$ cat config.mk
export PLATFORM = sky130hd
export DESIGN_NAME = nested_loop_agen
export DESIGN_NICKNAME = d
export VERILOG_FILES = /design/src/rtl/nested_loop_pkg.sv /design/src/rtl/nested_loop_agen_level.sv /design/src/rtl/nested_loop_agen.sv
export SDC_FILE = /design/constraint.sdc
export NUM_CORES = 2
export LEC_CHECK = 0
export ABC_CLOCK_PERIOD_IN_PS = 4500
export BUFFER_PORTS_ARGS = -buffer_cell sky130_fd_sc_hd__buf_2
export CAP_MARGIN = 20
export CORE_UTILIZATION = 30
export CTS_BUF_LIST = sky130_fd_sc_hd__clkbuf_8
export DETAILED_ROUTE_END_ITERATION = 8
export PLACE_DENSITY = 0.43
export SETUP_SLACK_MARGIN = 0.3
export SYNTH_ARGS = -nofsm -noshare
export SYNTH_HDL_FRONTEND = slang
export SYNTH_SLANG_ARGS = --single-unit
$ cat constraint.sdc
create_clock -name clk -period 4.5 [get_ports clk]
set_input_delay 0.675 -clock clk [delete_from_list [all_inputs] [get_ports clk]]
set_output_delay 0.675 -clock clk [all_outputs]
set_load 0.005 [all_outputs]
$ cat src/rtl/nested_loop_pkg.sv
// rtl/nested_loop_pkg.sv - shared types and default widths for the nested-loop address generator
package nested_loop_pkg;

  typedef enum logic [1:0] {
    IDLE   = 2'd0,
    RUN    = 2'd1,
    FINISH = 2'd2
  } state_t;

  localparam int DEF_NUM_MAX_LOOPS     = 7;
  localparam int DEF_LOG_NUM_MAX_LOOPS = 3;
  localparam int DEF_ADDRESS_WIDTH     = 32;
  localparam int DEF_STRIDE_WIDTH      = 32;
  localparam int DEF_NUM_ITER_WIDTH    = 32;

endpackage

$ cat src/rtl/nested_loop_agen_level.sv
// rtl/nested_loop_agen_level.sv - one loop level: iteration counter, level address and latched stride/limit
module loop_level_ctr
  import nested_loop_pkg::*;
#(
  parameter int ADDRESS_WIDTH  = DEF_ADDRESS_WIDTH,
  parameter int STRIDE_WIDTH   = DEF_STRIDE_WIDTH,
  parameter int NUM_ITER_WIDTH = DEF_NUM_ITER_WIDTH
) (
  input  logic                      clk,
  input  logic                      reset,
  input  logic                      load,
  input  logic                      advance,
  input  logic                      reload,
  input  logic                      active,
  input  logic [ADDRESS_WIDTH-1:0]  base,
  input  logic [ADDRESS_WIDTH-1:0]  reload_addr,
  input  logic [STRIDE_WIDTH-1:0]   stride,
  input  logic [NUM_ITER_WIDTH-1:0] num_iter,
  output logic                      at_max,
  output logic [ADDRESS_WIDTH-1:0]  lvl_addr,
  output logic [ADDRESS_WIDTH-1:0]  next_addr
);

  logic [NUM_ITER_WIDTH-1:0] iters_q;
  logic [NUM_ITER_WIDTH-1:0] last_q;
  logic [ADDRESS_WIDTH-1:0]  stride_q;
  logic [ADDRESS_WIDTH-1:0]  stride_ext;

  generate
    if (STRIDE_WIDTH >= ADDRESS_WIDTH) begin : g_trunc
      assign stride_ext = stride[ADDRESS_WIDTH-1:0];
    end else begin : g_sext
      assign stride_ext = {{(ADDRESS_WIDTH-STRIDE_WIDTH){stride[STRIDE_WIDTH-1]}}, stride};
    end
  endgenerate

  // A zero count behaves as one, so the stored terminal index is 0 in both cases.
  always_ff @(posedge clk) begin
    if (reset) begin
      iters_q  <= '0;
      last_q   <= '0;
      stride_q <= '0;
      lvl_addr <= '0;
    end else if (load) begin
      iters_q  <= '0;
      last_q   <= (num_iter == '0) ? '0 : num_iter - 1'b1;
      stride_q <= stride_ext;
      lvl_addr <= base;
    end else if (advance) begin
      iters_q  <= iters_q + 1'b1;
      lvl_addr <= next_addr;
    end else if (reload) begin
      iters_q  <= '0;
      lvl_addr <= reload_addr;
    end
  end

  assign next_addr = lvl_addr + stride_q;
  assign at_max    = !active || (iters_q == last_q);

endmodule

$ cat src/rtl/nested_loop_agen.sv
// rtl/nested_loop_agen.sv - multi-level nested-loop address generator with ready/valid output
module nested_loop_agen
  import nested_loop_pkg::*;
#(
  parameter int NUM_MAX_LOOPS     = DEF_NUM_MAX_LOOPS,
  parameter int LOG_NUM_MAX_LOOPS = DEF_LOG_NUM_MAX_LOOPS,
  parameter int ADDRESS_WIDTH     = DEF_ADDRESS_WIDTH,
  parameter int STRIDE_WIDTH      = DEF_STRIDE_WIDTH,
  parameter int NUM_ITER_WIDTH    = DEF_NUM_ITER_WIDTH
) (
  input  logic                                    clk,
  input  logic                                    reset,
  input  logic [ADDRESS_WIDTH-1:0]                cfg_base,
  input  logic [STRIDE_WIDTH*NUM_MAX_LOOPS-1:0]   cfg_stride,
  input  logic [NUM_ITER_WIDTH*NUM_MAX_LOOPS-1:0] cfg_num_iter,
  input  logic [LOG_NUM_MAX_LOOPS:0]              cfg_num_loops,
  input  logic                                    start,
  input  logic                                    abort,
  output logic                                    busy,
  output logic [ADDRESS_WIDTH-1:0]                addr_out,
  output logic                                    addr_valid,
  input  logic                                    addr_ready,
  output logic                                    addr_last,
  output logic                                    done
);

  localparam int LW = LOG_NUM_MAX_LOOPS + 1;

  state_t state_q, state_d;
  logic [LW-1:0] loops_eff, loops_q;
  logic load, fire, last, carry;
  logic [NUM_MAX_LOOPS-1:0] active, lvl_done, adv, rel;
  logic [ADDRESS_WIDTH-1:0] lvl_addr  [NUM_MAX_LOOPS];
  logic [ADDRESS_WIDTH-1:0] next_addr [NUM_MAX_LOOPS];
  logic [ADDRESS_WIDTH-1:0] carry_addr;

  assign loops_eff = (cfg_num_loops > LW'(NUM_MAX_LOOPS)) ? LW'(NUM_MAX_LOOPS) : cfg_num_loops;
  assign last      = &lvl_done;
  assign fire      = (state_q == RUN) && addr_ready && !abort;

  always_ff @(posedge clk) begin
    if (reset) begin
      state_q <= IDLE;
      loops_q <= '0;
    end else begin
      state_q <= state_d;
      if (load) loops_q <= loops_eff;
    end
  end

  always_comb begin
    state_d = state_q;
    load    = 1'b0;
    case (state_q)
      IDLE: begin
        if (start) begin
          load    = 1'b1;
          state_d = (loops_eff == '0) ? FINISH : RUN;
        end
      end
      RUN: begin
        if (abort)              state_d = IDLE;
        else if (fire && last)  state_d = FINISH;
      end
      default: state_d = IDLE;
    endcase
  end

  // Odometer carry chain: the first level not at its limit advances, all levels below it reload.
  always_comb begin
    carry      = fire && !last;
    adv        = '0;
    rel        = '0;
    carry_addr = '0;
    for (int i = 0; i < NUM_MAX_LOOPS; i++) begin
      adv[i] = carry && !lvl_done[i];
      rel[i] = carry && lvl_done[i];
      if (adv[i]) carry_addr = next_addr[i];
      carry  = carry && lvl_done[i];
    end
  end

  generate
    for (genvar g = 0; g < NUM_MAX_LOOPS; g++) begin : g_lvl
      assign active[g] = loops_q > LW'(g);
      loop_level_ctr #(
        .ADDRESS_WIDTH (ADDRESS_WIDTH),
        .STRIDE_WIDTH  (STRIDE_WIDTH),
        .NUM_ITER_WIDTH(NUM_ITER_WIDTH)
      ) u_lvl (
        .clk        (clk),
        .reset      (reset),
        .load       (load),
        .advance    (adv[g]),
        .reload     (rel[g]),
        .active     (active[g]),
        .base       (cfg_base),
        .reload_addr(carry_addr),
        .stride     (cfg_stride[g*STRIDE_WIDTH +: STRIDE_WIDTH]),
        .num_iter   (cfg_num_iter[g*NUM_ITER_WIDTH +: NUM_ITER_WIDTH]),
        .at_max     (lvl_done[g]),
        .lvl_addr   (lvl_addr[g]),
        .next_addr  (next_addr[g])
      );
    end
  endgenerate

  assign busy       = (state_q != IDLE);
  assign addr_valid = (state_q == RUN);
  assign addr_out   = (state_q == RUN) ? lvl_addr[0] : '0;
  assign addr_last  = (state_q == RUN) && last;
  assign done       = (state_q == FINISH) && !abort;

endmodule

After elaboration in Yosys (flattened, before gate mapping)
Index checks and enable logic that the tools add are counted.
Widths: inputs -> output; s select.
{"block": "totals", "regBits": 902, "latchBits": 0, "ramBits": 0, "romBits": 0, "output_inout_bits": 36, "mem_count": 0}
{"block": "op_classes", "add_sub_neg": 21, "n_mul": 0, "div_mod_pow": 0, "order_cmp": 8, "n_eq_ne": 11, "shifts": 0, "muxes": 58, "bitwise": 0, "reduce_logical": 70}
{"operator": "$mux 32", "count": 50}
{"operator": "$add 32x1->32 const B", "count": 7}
{"operator": "$add 32x32->32", "count": 7}
{"operator": "$eq 32x32->1", "count": 7}
{"operator": "$logic_not 32->1", "count": 7}
{"operator": "$sub 32x1->32 const B", "count": 7}
{"operator": "$reduce_bool 3->1", "count": 7}
{"operator": "$logic_and 1x1->1", "count": 20}
{"operator": "$gt 4x3->1 const B", "count": 4}
{"operator": "$logic_not 1->1", "count": 16}
{"operator": "$reduce_bool 2->1", "count": 8}
{"operator": "$gt 4x1->1 const B", "count": 2}
{"operator": "$gt 4x2->1 const B", "count": 2}
{"operator": "$mux 2", "count": 4}
{"operator": "$logic_or 1x1->1", "count": 7}
{"operator": "$reduce_and 7->1", "count": 1}
{"operator": "$logic_not 4->1", "count": 1}
{"operator": "$mux 4", "count": 1}
{"operator": "$pmux 2 s2", "count": 1}
{"operator": "$ne 3x2->1 const B", "count": 1}
{"operator": "$eq 2x1->1 const B", "count": 1}
{"operator": "$eq 2x2->1 const B", "count": 1}
{"operator": "$logic_not 2->1", "count": 1}
{"operator": "$mux 1", "count": 2}
{"operator": "3 further kinds", "count": 3}

Longest topological paths before layout
{"block": "depth", "depth_word": 17, "depth_mapped": 15, "depth_no_buf": 14}

By module
A second synthesis with hierarchy kept.
{"block": "unflattened", "cells_unflattened": 7424, "area_unflattened_um2": 59293.1}
{"module": "loop_level_ctr (g_lvl[1].u_lvl ...)", "n_inst": 3, "cells_per_inst": 985, "area_each_um2": 7946.4, "seq_area_each_um2": 2562.5}
{"module": "loop_level_ctr (g_lvl[0].u_lvl)", "n_inst": 1, "cells_per_inst": 1023, "area_each_um2": 8176.6, "seq_area_each_um2": 2562.5}
{"module": "loop_level_ctr (g_lvl[5].u_lvl)", "n_inst": 1, "cells_per_inst": 1013, "area_each_um2": 8099.0, "seq_area_each_um2": 2562.5}
{"module": "loop_level_ctr (g_lvl[4].u_lvl)", "n_inst": 1, "cells_per_inst": 982, "area_each_um2": 7970.1, "seq_area_each_um2": 2562.5}
{"module": "loop_level_ctr (g_lvl[6].u_lvl)", "n_inst": 1, "cells_per_inst": 974, "area_each_um2": 7883.8, "seq_area_each_um2": 2562.5}
{"module": "nested_loop_agen", "n_inst": 1, "cells_per_inst": 477, "area_each_um2": 3324.4, "seq_area_each_um2": 120.1}

Worst setup path after synthesis
No wires, ideal clock.
{"block": "synth_timing", "path_type": "input to register", "from": "in cfg_num_iter[32]", "to": "reg g_lvl[1].u_lvl.last_q[10]", "t_arrival_ps": 3262, "slack_ps": 1116, "stages": 13, "path_buffers": 2, "path_cell_list": "inv_1 -> ha_1 -> or3b_2 -> or3_1 -> clkbuf_1 -> or3_1 -> inv_1 -> nand2_1 -> nor4_4 -> nand2_1 -> o41ai_4 -> buf_2 -> o21ai_0"}
{"block": "synth_via", "elab_chain_cells": 2, "elab_cells_between_ends": 3}
{"item": "from (decl)", "line_no": "nested_loop_agen.sv:15", "rtl": "input logic [NUM_ITER_WIDTH*NUM_MAX_LOOPS-1:0] cfg_num_iter,"}
{"item": "$sub 32x1->32 / $logic_not 32->1 (equally long branches)", "line_no": "nested_loop_agen_level.sv:46", "rtl": "last_q <= (num_iter == '0) ? '0 : num_iter - 1'b1;"}
{"item": "$mux 32 *", "line_no": "nested_loop_agen_level.sv:46"}
{"item": "to (signal assigned)", "line_no": "nested_loop_agen_level.sv:46"}
{"item": "to (decl)", "line_no": "nested_loop_agen_level.sv:25", "rtl": "logic [NUM_ITER_WIDTH-1:0] last_q;"}
Mark *: on every way between the ends. The rest lies on a longest branch, timed or not.
A chain may end at the register's enable or synchronous reset.

Worst setup path in the final report
{"block": "layout_timing", "from": "reg g_lvl[3].u_lvl.iters_q[29]", "to": "out addr_last"}
{"block": "layout_via", "elab_chain_cells": 4}
{"item": "from (decl)", "line_no": "nested_loop_agen_level.sv:24", "rtl": "logic [NUM_ITER_WIDTH-1:0] iters_q;"}
{"item": "from (signal assigned)", "line_no": "nested_loop_agen_level.sv:50", "rtl": "iters_q <= iters_q + 1'b1;"}
{"item": "$eq 32x32->1", "line_no": "nested_loop_agen_level.sv:59", "rtl": "assign at_max = !active || (iters_q == last_q);"}
{"item": "$logic_or 1x1->1", "line_no": "nested_loop_agen_level.sv:59"}
{"item": "$reduce_and 7->1", "line_no": "nested_loop_agen.sv:38", "rtl": "assign last = &lvl_done;"}
{"item": "$logic_and 1x1->1", "line_no": "nested_loop_agen.sv:111", "rtl": "assign addr_last = (state_q == RUN) && last;"}
{"item": "to (decl)", "line_no": "nested_loop_agen.sv:23", "rtl": "output logic addr_last,"}
No other way between the ends.

==> metrics.csv <==
metric,value,unit
fillers,18300,
clk_latency,0.99,ns
crit_path_max_incr_delay,0.43,ns
ios,525,
numPortBuffers,524,
end_kind,primary output,
htree_levels,4,
comb_power_share,21.2,%
synth_area_per_cell,7.70,sq um
grt_overflow,0,
wl_met3,12300,um
routabilityCongestion,1.03,
synth.distinct_cells,109,
syn2layout_area_growth,28.0,%
tns,0,ns
clockRootBuffer,clkbuf_8,
numCtsBuffers,173,
max-cap-violations,0,
crit_top_cell,buf_4,
drc,0,
wl_per_cell,24.4,um
p_per_area,333,nW/um^2
cp.arrival,3.46,ns
grt_pass1_wl,366000,um
worst-setup-path-type,reg2out,
postSynth.asyncResetShare,0,%
worst-slew-pin-transition,1.09,ns
grt_pass1_vias,53700,
final_cells,10400,
antenna_found_initial,21,
drive_gt1_share,15.5,%
ys_warn_count,0,
via_count,54900,
core_area,175000,sq um
num-nets-final,8653,
min_period,4.13,ns
drt_iter0_markers,4028,
dpl.cell_count,9676,
seqPwrFrac,39.7,%
dieArea,178000,sq um
cts_tree,done,
fin_crit_sh,91.8,%
intPower,15.0,mW
clockPowerShare,39.1,%
crit_chain,"xnor2_1, nand4_1, nor4_4, buf_4, a31o_2, buf_4, inv_1, buf_4, nor2_4, nand2_4, nor2_4, buf_6",
post-dp-hpwl,198000,um
grt_max_degree,154,
initial_core_util,30.3,%
cp.required,3.83,ns
hold_path_class,in2reg,
routed_via_density,5.28,
synth_ff_type,dfxtp_1,
outcome,completed,
drv_slew,0,
max_freq,0.242,GHz
swShare,33.6,%
route.met2.wl,122000,um
clkTransAtPathRegs,0.07,ns
leakage,27.8,nW
synth_area,52900,sq um
grt_usage,27.7,%
rows,153,
clk_path_buf_depth,3,
cts_num_sinks,902,
p_sw,7.58,mW
final_common_cell,nand2_1,
seq_area_frac_synth,34.1,%
synth_fp_nets,7604,
antenna_left,0,
cp_slowest_cell,nor4_4,
drt-total-wl,253000,um
hold_viol,0,
max-vdd-ir-drop,0.207,mV
ys_seq_elements,902,
synthCells,6877,
rsz0062_at_grt,true,
die_y,422,um
synth_edf_count,0,
dr.pass1.iters,5,
finClkSkew,0.0729,ns
top_layer,met5,
met1Wirelength,105000,um
final_cell_mix,"1122 x nand2_1, 886 x dfxtp_1, 660 x nor2_1",
die_w,422,um
finalSetupViolations,0,
slew-limit-headroom,26.5,%
critPathMaxFanout,5,
start_kind,flip-flop,
logic make-up after synthesis:
logic type      after synthesis  synth area share (%)
buf+inv                     437                  3.28
mux                           8                 0.154
simple gates               2766                  24.1
flops                       902                  34.1
compound gates             1845                  21.3
fa+ha+maj                   238                  5.73
xor+xnor                    681                  11.3
power groups by stage:
stage               logic [mW]  registers [mW]  clock network, mW
floorplan                 2.38            8.85                  0
global placement          4.41            9.12                  0
detailed placement        4.39            9.12                  0
CTS                       4.71            8.95               9.07
global route              5.08            8.98               9.41
finish                    4.77            8.95               8.81
per-stage QoR:
step | hold slack, ns | cell area (sq um) | setup slack, ns | utilization (%) | power (mW)
2_1_floorplan | 0.429 | 52900 | 1.12 | - | 11.2
5_1_grt | 0.0131 | 67800 | 0.230 | 38.8 | 23.5
6_report | 0.0663 | 67800 | 0.370 | 38.8 | 22.5
3_3_place_gp | 0.452 | 59800 | -0.0206 | 34.2 | 13.5
3_5_place_dp | 0.453 | 59800 | -0.0311 | 34.2 | 13.5
4_1_cts | 0.000112 | 67500 | 0.254 | 38.7 | 22.7
critical path: cells and delay by family (launching register included):
family | cells | cell delay, ns
simple gates | 5 | 0.99
flops | 1 | 0.34
compound gates | 1 | 0.21
xor+xnor | 1 | 0.23
buf+inv | 5 | 0.71
final timing paths:
check,slack [ns],end,from,depth (start not counted)
max,0.37,addr_last,g_lvl[3].u_lvl.iters_q[29]$_SDFFE_PP0P_,12
min,0.07,g_lvl[0].u_lvl.stride_q[15]$_SDFFE_PP0P_,cfg_stride[15],3
max reg2reg,0.42,g_lvl[1].u_lvl.lvl_addr[17]$_SDFFE_PP0P_,g_lvl[0].u_lvl.iters_q[25]$_SDFFE_PP0P_,14
min reg2reg,0.46,g_lvl[5].u_lvl.stride_q[0]$_SDFFE_PP0P_,g_lvl[5].u_lvl.stride_q[0]$_SDFFE_PP0P_,2
timing repair:
action | CTS | global route
hold buffers | 388 | 0
resized for setup | 23 | 44
pin swaps | 10 | 12
cloned | 0 | 0
endpoints found under the setup margin | 32 | 84
endpoints found under the hold margin | 385 | 0
buffers inserted | 7 | 5
routing by layer:
| metal | up-vias | GRT usage [%] |
|---|---|---|
| li1 | 26500 | - |
| met1 | 26200 | 33.3 |
| met4 | 12 | 13.8 |
| met3 | 489 | 4.35 |
| met5 | - | 0 |
| met2 | 1626 | 47.6 |
cell usage after synthesis (all sizes together), types with 29 or more instances:
cell type  number  area [sq um]
nand4          94           588
nor2b          33           206
nand3b         40           300
inv            97           364
o21ai         526          2640
clkbuf        261           992
o22ai          29           188
a21o           96           721
or4            32           251
dfxtp         902         18100
o21a           32           240
nand3         136           686
xnor2         328          2870
nand2b         48           300
nor2          674          2540
nor4          122           837
and3           85           532
ha            231          2890
o211ai         31           233
a21oi         643          3230
nor3          173           901
a211oi        162          1230
nand2        1130          4250
or3            67           425
xor2          353          3090
buf            79           379
and2           60           375
a31oi          55           350
cell type report:
| type | instances | area, sq um | area share [%] |
|---|---|---|---|
| sequential | 902 | 18100 | 26.7 |
| clock inverter | 92 | 692 | 1.02 |
| timing repair buffer | 1214 | 9190 | 13.6 |
| clock buffer | 219 | 3010 | 4.45 |
| multi-input combinational | 5538 | 33500 | 49.4 |
| tap | 2325 | 2910 | 4.29 |
| antenna | 8 | 20.0 | 0.0295 |
| inverter | 97 | 364 | 0.537 |
sequential cells by signal (all words and copies together) (netlist names):
register / cells
g_lvl.u_lvl.iters_q: 224
g_lvl.u_lvl.last_q: 224
g_lvl.u_lvl.lvl_addr: 224
g_lvl.u_lvl.stride_q: 224
loops_q: 4
state_q: 2
Power figures use the tool's default switching activity.
